### config.mk
export PLATFORM = sky130hd
export DESIGN_NAME = decode_stage_flat
export DESIGN_NICKNAME = d
export VERILOG_FILES = /design/src/rtl/decode_stage_pkg.sv /design/src/rtl/decode_stage_if.sv /design/src/rtl/rv32i_field_decode.sv /design/src/rtl/decode_stage.sv /design/src/flat_wrapper.sv
export SDC_FILE = /design/constraint.sdc
export NUM_CORES = 1
export LEC_CHECK = 0
export BUFFER_PORTS_ARGS = -buffer_cell sky130_fd_sc_hd__buf_2
export CORE_MARGIN = 4
export CORE_UTILIZATION = 44
export CTS_CLUSTER_DIAMETER = 80
export DETAILED_ROUTE_END_ITERATION = 8
export GPL_TIMING_DRIVEN = 0
export PLACE_DENSITY = 0.75
export SYNTH_ARGS = -nofsm -noshare
export SYNTH_HDL_FRONTEND = slang
export SYNTH_SLANG_ARGS = --single-unit
### constraint.sdc
create_clock -name clk -period 6 [get_ports clk]
set_input_delay 0.3 -clock clk [delete_from_list [all_inputs] [get_ports clk]]
set_output_delay 0.3 -clock clk [all_outputs]
set_load 0.01 [all_outputs]
### src/rtl/decode_stage_pkg.sv
// Purpose : shared RV32I decode definitions -- opcode map, format codes,
//           the decoded-field bundle and the opcode -> format classifier.
// Contents: OP_* opcode constants, fmt_e, fields_t, classify().
package decode_stage_pkg;

  localparam logic [6:0] OP_R      = 7'b0110011;
  localparam logic [6:0] OP_IMM    = 7'b0010011;
  localparam logic [6:0] OP_LOAD   = 7'b0000011;
  localparam logic [6:0] OP_JALR   = 7'b1100111;
  localparam logic [6:0] OP_SYS    = 7'b1110011;
  localparam logic [6:0] OP_FENCE  = 7'b0001111;
  localparam logic [6:0] OP_STORE  = 7'b0100011;
  localparam logic [6:0] OP_BRANCH = 7'b1100011;
  localparam logic [6:0] OP_LUI    = 7'b0110111;
  localparam logic [6:0] OP_AUIPC  = 7'b0010111;
  localparam logic [6:0] OP_JAL    = 7'b1101111;

  typedef enum logic [2:0] {
    FMT_R   = 3'd0,
    FMT_I   = 3'd1,
    FMT_S   = 3'd2,
    FMT_B   = 3'd3,
    FMT_U   = 3'd4,
    FMT_J   = 3'd5,
    FMT_ILL = 3'd7
  } fmt_e;

  // Everything decoded from the instruction word except the XLEN-wide immediate.
  typedef struct packed {
    logic [6:0] opcode;
    logic [4:0] rd;
    logic [4:0] rs1;
    logic [4:0] rs2;
    logic [2:0] funct3;
    logic [6:0] funct7;
    fmt_e       fmt;
    logic       illegal;
  } fields_t;

  // Every legal opcode ends in 2'b11, so a bad instr[1:0] lands in the default.
  function automatic fmt_e classify(input logic [6:0] op);
    fmt_e f;
    case (op)
      OP_R:                                        f = FMT_R;
      OP_IMM, OP_LOAD, OP_JALR, OP_SYS, OP_FENCE:  f = FMT_I;
      OP_STORE:                                    f = FMT_S;
      OP_BRANCH:                                   f = FMT_B;
      OP_LUI, OP_AUIPC:                            f = FMT_U;
      OP_JAL:                                      f = FMT_J;
      default:                                     f = FMT_ILL;
    endcase
    return f;
  endfunction

endpackage

### src/rtl/decode_stage_if.sv
// Purpose : fetch-side and execute-side handshake bundle of decode_stage.
// Ports   : in_valid/in_ready/in_instr/in_pc (fetch -> decode),
//           out_valid/out_ready/out_* (decode -> execute).
// Modports: master = environment (fetch + execute), slave = decode_stage.
interface decode_stage_if #(
  parameter int XLEN = 32
);
  logic            in_valid;
  logic            in_ready;
  logic [31:0]     in_instr;
  logic [XLEN-1:0] in_pc;
  logic            out_valid;
  logic            out_ready;
  logic [XLEN-1:0] out_pc;
  logic [6:0]      out_opcode;
  logic [4:0]      out_rd;
  logic [4:0]      out_rs1;
  logic [4:0]      out_rs2;
  logic [2:0]      out_funct3;
  logic [6:0]      out_funct7;
  logic [XLEN-1:0] out_imm;
  logic [2:0]      out_fmt;
  logic            out_illegal;

  modport master (
    output in_valid, in_instr, in_pc, out_ready,
    input  in_ready, out_valid, out_pc, out_opcode, out_rd, out_rs1, out_rs2,
           out_funct3, out_funct7, out_imm, out_fmt, out_illegal
  );

  modport slave (
    input  in_valid, in_instr, in_pc, out_ready,
    output in_ready, out_valid, out_pc, out_opcode, out_rd, out_rs1, out_rs2,
           out_funct3, out_funct7, out_imm, out_fmt, out_illegal
  );
endinterface

### src/rtl/rv32i_field_decode.sv
// Purpose : purely combinational RV32I field extraction.
// Ports   : instr_i  - raw instruction word
//           fields_o - opcode/rd/rs1/rs2/funct3/funct7/fmt/illegal, with fields
//                      a format does not use forced to zero
//           imm_o    - immediate sign-extended from bit 31 to XLEN
module rv32i_field_decode
  import decode_stage_pkg::*;
#(
  parameter int XLEN = 32
) (
  input  logic [31:0]     instr_i,
  output fields_t         fields_o,
  output logic [XLEN-1:0] imm_o
);

  logic [31:0] imm32_s;
  fmt_e        fmt_s;

  assign fmt_s = classify(instr_i[6:0]);

  // Route each field only for the formats that actually carry it.
  always_comb begin
    fields_o         = '0;
    imm32_s          = 32'h0;
    fields_o.opcode  = instr_i[6:0];
    fields_o.fmt     = fmt_s;
    fields_o.illegal = (fmt_s == FMT_ILL);
    case (fmt_s)
      FMT_R: begin
        fields_o.rd     = instr_i[11:7];
        fields_o.rs1    = instr_i[19:15];
        fields_o.rs2    = instr_i[24:20];
        fields_o.funct3 = instr_i[14:12];
        fields_o.funct7 = instr_i[31:25];
      end
      FMT_I: begin
        fields_o.rd     = instr_i[11:7];
        fields_o.rs1    = instr_i[19:15];
        fields_o.funct3 = instr_i[14:12];
        imm32_s         = {{20{instr_i[31]}}, instr_i[31:20]};
      end
      FMT_S: begin
        fields_o.rs1    = instr_i[19:15];
        fields_o.rs2    = instr_i[24:20];
        fields_o.funct3 = instr_i[14:12];
        imm32_s         = {{20{instr_i[31]}}, instr_i[31:25], instr_i[11:7]};
      end
      FMT_B: begin
        fields_o.rs1    = instr_i[19:15];
        fields_o.rs2    = instr_i[24:20];
        fields_o.funct3 = instr_i[14:12];
        imm32_s         = {{20{instr_i[31]}}, instr_i[7], instr_i[30:25],
                           instr_i[11:8], 1'b0};
      end
      FMT_U: begin
        fields_o.rd     = instr_i[11:7];
        imm32_s         = {instr_i[31:12], 12'h000};
      end
      FMT_J: begin
        fields_o.rd     = instr_i[11:7];
        imm32_s         = {{12{instr_i[31]}}, instr_i[19:12], instr_i[20],
                           instr_i[30:21], 1'b0};
      end
      default: begin
        imm32_s = 32'h0;
      end
    endcase
  end

  // A signed size cast widens to XLEN by replicating bit 31.
  assign imm_o = XLEN'($signed(imm32_s));

endmodule

### src/rtl/decode_stage.sv
// Purpose : RV32I decode pipeline stage. Decodes on the way in and parks the
//           bundle in a SKID_DEPTH-entry FIFO so a downstream stall never
//           drops or duplicates an instruction.
// Ports   : clk   - rising-edge clock
//           rst   - synchronous active-high reset, empties the buffer
//           flush - empties the buffer; an input offered the same cycle is dropped
//           bus   - decode_stage_if.slave handshake (fetch in, bundle out)
module decode_stage
  import decode_stage_pkg::*;
#(
  parameter int              XLEN       = 32,
  parameter logic [XLEN-1:0] RESET_ADDR = {XLEN{1'b0}},
  parameter int              SKID_DEPTH = 2
) (
  input logic           clk,
  input logic           rst,
  input logic           flush,
  decode_stage_if.slave bus
);

  localparam int PTR_W = (SKID_DEPTH > 1) ? $clog2(SKID_DEPTH) : 1;
  localparam int CNT_W = $clog2(SKID_DEPTH + 1);

  fields_t         dec_fields_s;
  logic [XLEN-1:0] dec_imm_s;

  fields_t         fields_q [SKID_DEPTH];
  logic [XLEN-1:0] imm_q    [SKID_DEPTH];
  logic [XLEN-1:0] pc_q     [SKID_DEPTH];

  logic [PTR_W-1:0] rd_ptr_q, rd_ptr_d;
  logic [PTR_W-1:0] wr_ptr_q, wr_ptr_d;
  logic [CNT_W-1:0] cnt_q, cnt_d;

  logic    push_s, pop_s, valid_s;
  fields_t head_s;

  function automatic logic [PTR_W-1:0] ptr_inc(input logic [PTR_W-1:0] p);
    return (p == PTR_W'(SKID_DEPTH - 1)) ? {PTR_W{1'b0}} : p + PTR_W'(1);
  endfunction

  rv32i_field_decode #(.XLEN(XLEN)) u_field_decode (
    .instr_i  (bus.in_instr),
    .fields_o (dec_fields_s),
    .imm_o    (dec_imm_s)
  );

  // Handshake derives only from registered occupancy.
  assign valid_s      = (cnt_q != {CNT_W{1'b0}});
  assign bus.in_ready = (cnt_q < CNT_W'(SKID_DEPTH));
  assign push_s       = bus.in_valid && bus.in_ready && !flush;
  assign pop_s        = valid_s && bus.out_ready;

  // Next pointer/occupancy state; flush wins over any push or pop.
  always_comb begin
    rd_ptr_d = rd_ptr_q;
    wr_ptr_d = wr_ptr_q;
    cnt_d    = cnt_q;
    if (flush) begin
      rd_ptr_d = {PTR_W{1'b0}};
      wr_ptr_d = {PTR_W{1'b0}};
      cnt_d    = {CNT_W{1'b0}};
    end else begin
      if (push_s) wr_ptr_d = ptr_inc(wr_ptr_q);
      if (pop_s)  rd_ptr_d = ptr_inc(rd_ptr_q);
      case ({push_s, pop_s})
        2'b10:   cnt_d = cnt_q + CNT_W'(1);
        2'b01:   cnt_d = cnt_q - CNT_W'(1);
        default: cnt_d = cnt_q;
      endcase
    end
  end

  // Pointer and occupancy registers.
  always_ff @(posedge clk) begin
    if (rst) begin
      rd_ptr_q <= {PTR_W{1'b0}};
      wr_ptr_q <= {PTR_W{1'b0}};
      cnt_q    <= {CNT_W{1'b0}};
    end else begin
      rd_ptr_q <= rd_ptr_d;
      wr_ptr_q <= wr_ptr_d;
      cnt_q    <= cnt_d;
    end
  end

  // Entry storage; contents are masked on the outputs while empty, so no reset.
  always_ff @(posedge clk) begin
    if (push_s) begin
      fields_q[wr_ptr_q] <= dec_fields_s;
      imm_q[wr_ptr_q]    <= dec_imm_s;
      pc_q[wr_ptr_q]     <= bus.in_pc;
    end else begin
      fields_q[wr_ptr_q] <= fields_q[wr_ptr_q];
      imm_q[wr_ptr_q]    <= imm_q[wr_ptr_q];
      pc_q[wr_ptr_q]     <= pc_q[wr_ptr_q];
    end
  end

  // Head entry drives the outputs; an empty buffer shows zeros, never stale data.
  assign head_s          = valid_s ? fields_q[rd_ptr_q] : '0;
  assign bus.out_valid   = valid_s;
  assign bus.out_pc      = valid_s ? pc_q[rd_ptr_q]  : RESET_ADDR;
  assign bus.out_imm     = valid_s ? imm_q[rd_ptr_q] : {XLEN{1'b0}};
  assign bus.out_opcode  = head_s.opcode;
  assign bus.out_rd      = head_s.rd;
  assign bus.out_rs1     = head_s.rs1;
  assign bus.out_rs2     = head_s.rs2;
  assign bus.out_funct3  = head_s.funct3;
  assign bus.out_funct7  = head_s.funct7;
  assign bus.out_fmt     = head_s.fmt;
  assign bus.out_illegal = head_s.illegal;

endmodule

### src/flat_wrapper.sv
// flat-port wrapper written by rule: the top's interface ports become plain ports
module decode_stage_flat import decode_stage_pkg::*;
#(
  parameter int              XLEN       = 32,
  parameter logic [XLEN-1:0] RESET_ADDR = {XLEN{1'b0}},
  parameter int              SKID_DEPTH = 2
)
  (clk, rst, flush, bus_in_valid, bus_in_instr, bus_in_pc, bus_out_ready, bus_in_ready, bus_out_valid, bus_out_pc, bus_out_opcode, bus_out_rd, bus_out_rs1, bus_out_rs2, bus_out_funct3, bus_out_funct7, bus_out_imm, bus_out_fmt, bus_out_illegal);
  decode_stage_if #(.XLEN(XLEN)) bus_i ();
  input logic clk;
  input logic rst;
  input logic flush;
  input wire logic [$bits(bus_i.in_valid)-1:0] bus_in_valid;
  input wire logic [$bits(bus_i.in_instr)-1:0] bus_in_instr;
  input wire logic [$bits(bus_i.in_pc)-1:0] bus_in_pc;
  input wire logic [$bits(bus_i.out_ready)-1:0] bus_out_ready;
  output wire logic [$bits(bus_i.in_ready)-1:0] bus_in_ready;
  output wire logic [$bits(bus_i.out_valid)-1:0] bus_out_valid;
  output wire logic [$bits(bus_i.out_pc)-1:0] bus_out_pc;
  output wire logic [$bits(bus_i.out_opcode)-1:0] bus_out_opcode;
  output wire logic [$bits(bus_i.out_rd)-1:0] bus_out_rd;
  output wire logic [$bits(bus_i.out_rs1)-1:0] bus_out_rs1;
  output wire logic [$bits(bus_i.out_rs2)-1:0] bus_out_rs2;
  output wire logic [$bits(bus_i.out_funct3)-1:0] bus_out_funct3;
  output wire logic [$bits(bus_i.out_funct7)-1:0] bus_out_funct7;
  output wire logic [$bits(bus_i.out_imm)-1:0] bus_out_imm;
  output wire logic [$bits(bus_i.out_fmt)-1:0] bus_out_fmt;
  output wire logic [$bits(bus_i.out_illegal)-1:0] bus_out_illegal;
  assign bus_i.in_valid = bus_in_valid;
  assign bus_i.in_instr = bus_in_instr;
  assign bus_i.in_pc = bus_in_pc;
  assign bus_i.out_ready = bus_out_ready;
  assign bus_in_ready = bus_i.in_ready;
  assign bus_out_valid = bus_i.out_valid;
  assign bus_out_pc = bus_i.out_pc;
  assign bus_out_opcode = bus_i.out_opcode;
  assign bus_out_rd = bus_i.out_rd;
  assign bus_out_rs1 = bus_i.out_rs1;
  assign bus_out_rs2 = bus_i.out_rs2;
  assign bus_out_funct3 = bus_i.out_funct3;
  assign bus_out_funct7 = bus_i.out_funct7;
  assign bus_out_imm = bus_i.out_imm;
  assign bus_out_fmt = bus_i.out_fmt;
  assign bus_out_illegal = bus_i.out_illegal;
  decode_stage #(.XLEN(XLEN), .RESET_ADDR(RESET_ADDR), .SKID_DEPTH(SKID_DEPTH)) u_core (.clk(clk), .rst(rst), .flush(flush), .bus(bus_i));
endmodule
## Yosys cells after proc, flatten, opt, wreduce, memory -nomap -nowiden

Memory sizes are Yosys's and may differ from the RTL's. A register that Yosys moved wholly into a read port is not among the register bits.
Cells that the tools add are included.

- Output and inout bits: 102
- Input port bits: 69
- Register bits after elaboration: 4
- Memories kept: 3
- Logic and storage cells: 73
- Bits in writable memories: 200

- Multiplexer cells: 25
- Add/sub/neg operators: 4
- Equal/unequal tests: 20
- Order comparisons: 1
- Reduce and logical (&&, ||, !) cells: 14
- Bitwise operators: 3

Memories:

| name | words | bits a word | read ports | clocked after Yosys merged registers in | write ports | line | text |
|---|---|---|---|---|---|---|---|
| u_core.fields_q | 2 | 36 | 1 | 1 | 1 | decode_stage.sv:27 | `fields_t fields_q [SKID_DEPTH];` |
| u_core.imm_q | 2 | 32 | 1 | 1 | 1 | decode_stage.sv:28 | `logic [XLEN-1:0] imm_q [SKID_DEPTH];` |
| u_core.pc_q | 2 | 32 | 1 | 1 | 1 | decode_stage.sv:29 | `logic [XLEN-1:0] pc_q [SKID_DEPTH];` |

Operators with widths:

| cell | count |
|---|---|
| $pmux 32 s5 | 1 |
| $mux 32 | 4 |
| $mux 36 | 2 |
| $eq 7x7->1 const B | 4 |
| $eq 7x6->1 const B | 3 |
| $pmux 3 s6 | 1 |
| $mux 5 | 3 |
| $eq 7x5->1 const B | 2 |
| $mux 1 | 11 |
| $eq 3x3->1 const B | 3 |
| $reduce_or 4->1 | 2 |
| $eq 7x2->1 const B | 1 |
| $eq 7x4->1 const B | 1 |
| $mux 7 | 1 |
| $eq 3x2->1 const B | 2 |
| $reduce_or 5->1 | 1 |
| $pmux 2 s2 | 1 |
| $reduce_bool 2->1 | 2 |
| $reduce_or 2->1 | 2 |
| $eq 3x1->1 const B | 1 |
| $logic_and 1x1->1 | 3 |
| $logic_not 3->1 | 1 |
| $mux 3 | 1 |
| $or 1x1->1 | 3 |
| 10 further kinds | 11 |

## Depth between registers and ports, before layout

- Depth after elaboration: 7
- Gate-level depth with buffers: 8
- Mapped depth without buffers: 8

## Modules after synthesis

A second synthesis with hierarchy kept.

- Cells, all modules: 592
- Area total of the unflattened synthesis: 8634.5 um^2

Modules (own cells, without submodules):

| module | area an instance (um^2) | sequential area each (um^2) | cells an instance | instances |
|---|---|---|---|---|
| decode_stage | 7719.9 | 6105.9 | 449 | 1 |
| rv32i_field_decode | 914.6 | 0.0 | 143 | 1 |

## Least setup slack after synthesis

Ideal clock, no wire load.

- Path kind: register to register
- Start: reg u_core.cnt_q[1]
- End: mem u_core.fields_q[0][0] in the netlist's numbering, enable pin
- Library setup time: 561 ps
- Stages on the path, launching flop included: 5
- Setup slack: 580 ps
- Buffers on the path: 0
- Arrival: 4859 ps
- Clock period less this slack: 5420 ps
- Data required time: 5439 ps
- Cell sequence: dfxtp_1 -> inv_1 -> and3_1 -> inv_1 -> nor2_1

- Cells in the longest elaborated chain, start to end: 6
- Elaborated cells between the ends (all ways): 8

RTL lines:

| what | line | text |
|---|---|---|
| from (decl) | decode_stage.sv:33 | `logic [CNT_W-1:0] cnt_q, cnt_d;` |
| from (signal assigned) | decode_stage.sv:79 | `cnt_q <= {CNT_W{1'b0}};` |
| from (signal assigned) | decode_stage.sv:83 | `cnt_q <= cnt_d;` |
| $lt 2x2->1 * | decode_stage.sv:50 | `assign bus.in_ready = (cnt_q < CNT_W'(SKID_DEPTH));` |
| named net bus_in_ready | flat_wrapper.sv:17 | `output wire logic [$bits(bus_i.in_ready)-1:0] bus_in_ready;` |
| $logic_and 1x1->1 * (2 in series) | decode_stage.sv:51 | `assign push_s = bus.in_valid && bus.in_ready && !flush;` |
| $mux 1 (on tied branches) | decode_stage.sv:89, decode_stage.sv:94 |  |
| $mux 1 (not written as such) or $reduce_and 2->1 (tied branches) | n/a |  |
| $or 1x1->1 (no line) * | n/a |  |
| to (decl) | decode_stage.sv:27 |  |

Mark *: on every way through the listed nets, which the timed path passes. The rest lies on a longest branch.

## Final worst setup path

- Start: reg u_core.cnt_q[1]
- End: out bus_out_imm[22]

- Cells in the longest elaborated chain, start to end: 2

RTL lines:

| what | line | text |
|---|---|---|
| $reduce_bool 2->1 | decode_stage.sv:49 | `assign valid_s = (cnt_q != {CNT_W{1'b0}});` |
| $mux 32 | decode_stage.sv:104 | `assign bus.out_imm = valid_s ? imm_q[rd_ptr_q] : {XLEN{1'b0}};` |
| to (decl) | flat_wrapper.sv:26 | `output wire logic [$bits(bus_i.out_imm)-1:0] bus_out_imm;` |

Every way passes these cells.

==> flow_summary.yaml <==
run_status:
  outcome: "finished clean"
sta:
  final_min_period_over_clock_period_pct: 46.5
  unrepaired_setup_endpoints_after_global_routing: "no"
  report.final.hold_viol_count: 0
  timing.fmax_ghz: 0.358
  worst_pin_slew_ps: 879
  finalSetupViolations: 0
  minimum_setup_slack_in_the_final_design_ps: 3210
  finClkSkew_ps: 10.2
  timing.slew.headroom_pct: 41.2
  fin_hold_ws_ps: 18.4
  clock_period_minus_final_worst_setup_slack_ps: 2790
  slew_violations: 0
power:
  cellPowerDensity_nw_per_um2: 285
  vdd_ir_drop_max_v: 0.000203
  power_leakage_nw: 4.01
  power_mw: 3.10
clock_tree:
  post_cts_resize_count: 0
  h-tree-depth: 1
  clk_latency_ps: 490
  cts_hold_buf: 31
  clock-root-buffer: "sky130_fd_sc_hd__clkbuf_16"
  cts-buffers-inserted: 22
  cts.repair_timing.setup_buffer_count: 0
  tritoncts: "built"
  clock_path_buffers: 3
  clkSlewWorstSetupHoldPaths_ps: 60
  clock-sinks: 205
drt:
  drc: 0
  drtIter0Drc: 237
  dr.max_layer_used: "met5"
  drt_wl_total_um: 18900
  ant_nets: 0
  route.met3.wl_um: 1550
  viasPerCell: 5.01
  wl_per_cell_um: 17.5
  vias: 5428
  total_length_of_routed_met2_wires_um: 8910
  wl_met1_um: 7930
  drt-pass1-iter-count: 5
worst_setup_path:
  critPathMaxStageDelay_ps: 680
  worst-endpoint-arrival_ps: 2490
  critPathKind: "reg2out"
  cp-start-kind: "flip-flop"
  critical_path.cell_chain: "nor2_1 -> clkbuf_1 -> clkbuf_1 -> nor2_1 -> buf_2"
  cpMaxStageDelayCell: "sky130_fd_sc_hd__clkbuf_1"
  crit_fanout: 10
  end_kind: "primary output"
  worst_ep_required_time_ps: 5700
layout:
  nNetsFinal: 877
  finalInstanceArea_um2: 10900
  antenna-diode-count: 0
  post_layout_nonfiller_instances: 1083
  syn_to_final_growth_pct: 26.4
  post_route_cells_drive_above_1_share_pct: 28.9
synth:
  synth_top_cells_by_area: "sky130_fd_sc_hd__edfxtp_1, sky130_fd_sc_hd__mux2i_1, sky130_fd_sc_hd__nor2_1"
  synth.yosys.seq_area_share_pct: 71.0
  netlist.area_leader.share_pct: 69.8
  synth_area_leader_cell: "sky130_fd_sc_hd__edfxtp_1"
  ys.flop_type: "sky130_fd_sc_hd__edfxtp_1"
  synthesis.nets: 648
  syn-cell-area_um2: 8600
  ffs_latches_synth: 205
  syn-mean-instance-area_um2: 14.9
  synth_async_sr_flop_share_pct: 0
  yosys.cell_types.count: 45
  synth_warnings: 0
  synth_edf_count: 200
  synthCells: 578
  leading_cell_type_by_number_of_instances_after_synthesis: "sky130_fd_sc_hd__edfxtp_1"
  synth.cells.most_frequent: "sky130_fd_sc_hd__edfxtp_1, sky130_fd_sc_hd__nor2_1, sky130_fd_sc_hd__mux2i_1"
placed_design:
  gp_congestion: 0.878
  minimum_setup_slack_after_placement_ps: 3680
  place.detailed.hpwl_um: 12900
  post_dp_cell_area_um2: 9880
  buffer_ports.inserted: 170
  placedCellCount: 1012
die:
  fp-row-count: 50
  die_area_um2: 21800
  floorplan.core_area_um2: 19000
  num_ports: 171
  initial_utilization_pct: 45.4
  die_width_um: 148
  floorplan.die.height_um: 148
global_route:
  number_of_antenna_violations_at_the_first_check_in_global_routing: 2
  grt_util_all_layers_pct: 16.9
  global_route_wire_length_before_repair_um: 29000
  grt_pass1_vias: 5543
  grt-ovfl-total: 0
  pin_count_of_the_biggest_net_entering_global_routing: 55
worst_hold_path:
  hold_path_class: "in2reg"
flow_run:
  max_cap_viol_count: 0
## final timing paths
kind	from	endpoint	slack [ps]	cells after the start
min reg2reg	u_core.cnt_q[0]	u_core.cnt_q[0]	560	2
min	bus_in_instr[3]	u_core.fields_q[1][32]	20	1
max reg2reg	u_core.cnt_q[1]	u_core.imm_q[0][23]	3850	6
max	u_core.cnt_q[1]	bus_out_imm[22]	3210	5
## kinds of logic (layout without fill, tap and decap cells)
group | after synthesis | in the layout | synth area share (%)
adders and majority gates | 1 | 1 | 0.145
xor gates and xnor gates | 6 | 6 | 0.611
buffers and inverters | 43 | 288 | 2.39
DFF | 205 | 205 | 71.0
and+or+nand+nor | 174 | 174 | 9.20
muxes | 100 | 100 | 11.6
AOI/OAI and AO/OA | 49 | 49 | 5.02
## area by class of cell
class	count	area (um2)
fillers	1531	8090
clock inverters	14	90.1
repair buffers	205	1260
multi-input cells	330	2300
flip-flops and latches	205	6110
plain buffers	34	171
well taps	260	325
clock buffers	26	587
inverters	9	33.8
## metal layers
metal,vias up,track usage [%]
met5,-,0
met4,4,5.50
met3,44,4.02
met2,205,27.7
met1,2584,22.3
li1,2591,-
## worst max-delay path, delay by kind of cell (launching register included)
family                 cells  cell delay, ps
buffers and inverters      3            1390
AND/OR/NAND/NOR            2             290
flip-flops                 1             330
## placed cells by master, fill, tap and decap left out, types with 3 or more instances in the layout
cell type and count:
sky130_fd_sc_hd__nor3_1 5, sky130_fd_sc_hd__xnor2_1 5, sky130_fd_sc_hd__a21o_1 12, sky130_fd_sc_hd__a21oi_1 4, sky130_fd_sc_hd__nor2_1 111, sky130_fd_sc_hd__clkbuf_16 23
sky130_fd_sc_hd__clkinv_1 6, sky130_fd_sc_hd__dlygate4sd3_1 31, sky130_fd_sc_hd__o2bb2ai_1 11, sky130_fd_sc_hd__dfxtp_1 5, sky130_fd_sc_hd__nand2b_1 4, sky130_fd_sc_hd__a32o_1 4
sky130_fd_sc_hd__buf_6 3, sky130_fd_sc_hd__and3_1 10, sky130_fd_sc_hd__mux2i_1 100, sky130_fd_sc_hd__clkinv_2 6, sky130_fd_sc_hd__nand2_1 12, sky130_fd_sc_hd__clkbuf_1 19
sky130_fd_sc_hd__inv_1 8, sky130_fd_sc_hd__edfxtp_1 200, sky130_fd_sc_hd__buf_2 184, sky130_fd_sc_hd__and2_1 22
## power by group
part / leakage (nW) / total, mW / switching (mW) / internal [mW]
clock: 0.334 / 1.24 / 0.504 / 0.738
sequential: 1.77 / 1.62 / 0.0105 / 1.61
combinational: 1.90 / 0.231 / 0.135 / 0.0959
total: 4.01 / 3.10 / 0.650 / 2.45
## registers in the layout, indices dropped and copies added, names as in the netlist, named ones only
register / count
u_core.rd_ptr_q: 1
u_core.imm_q: 64
u_core.pc_q: 64
u_core.fields_q: 72
u_core.cnt_q: 2
u_core.wr_ptr_q: 1
## through the flow
stage | setup TNS [ps] | utilization (%)
after CTS | 0 | 57.3
after global placement | -185360 | 51.6
final | 0 | 57.3
after detailed placement | 0 | 52.1
after global routing | 0 | 57.3
after floorplan | 0 | -
Power figures use the tool's default switching activity.
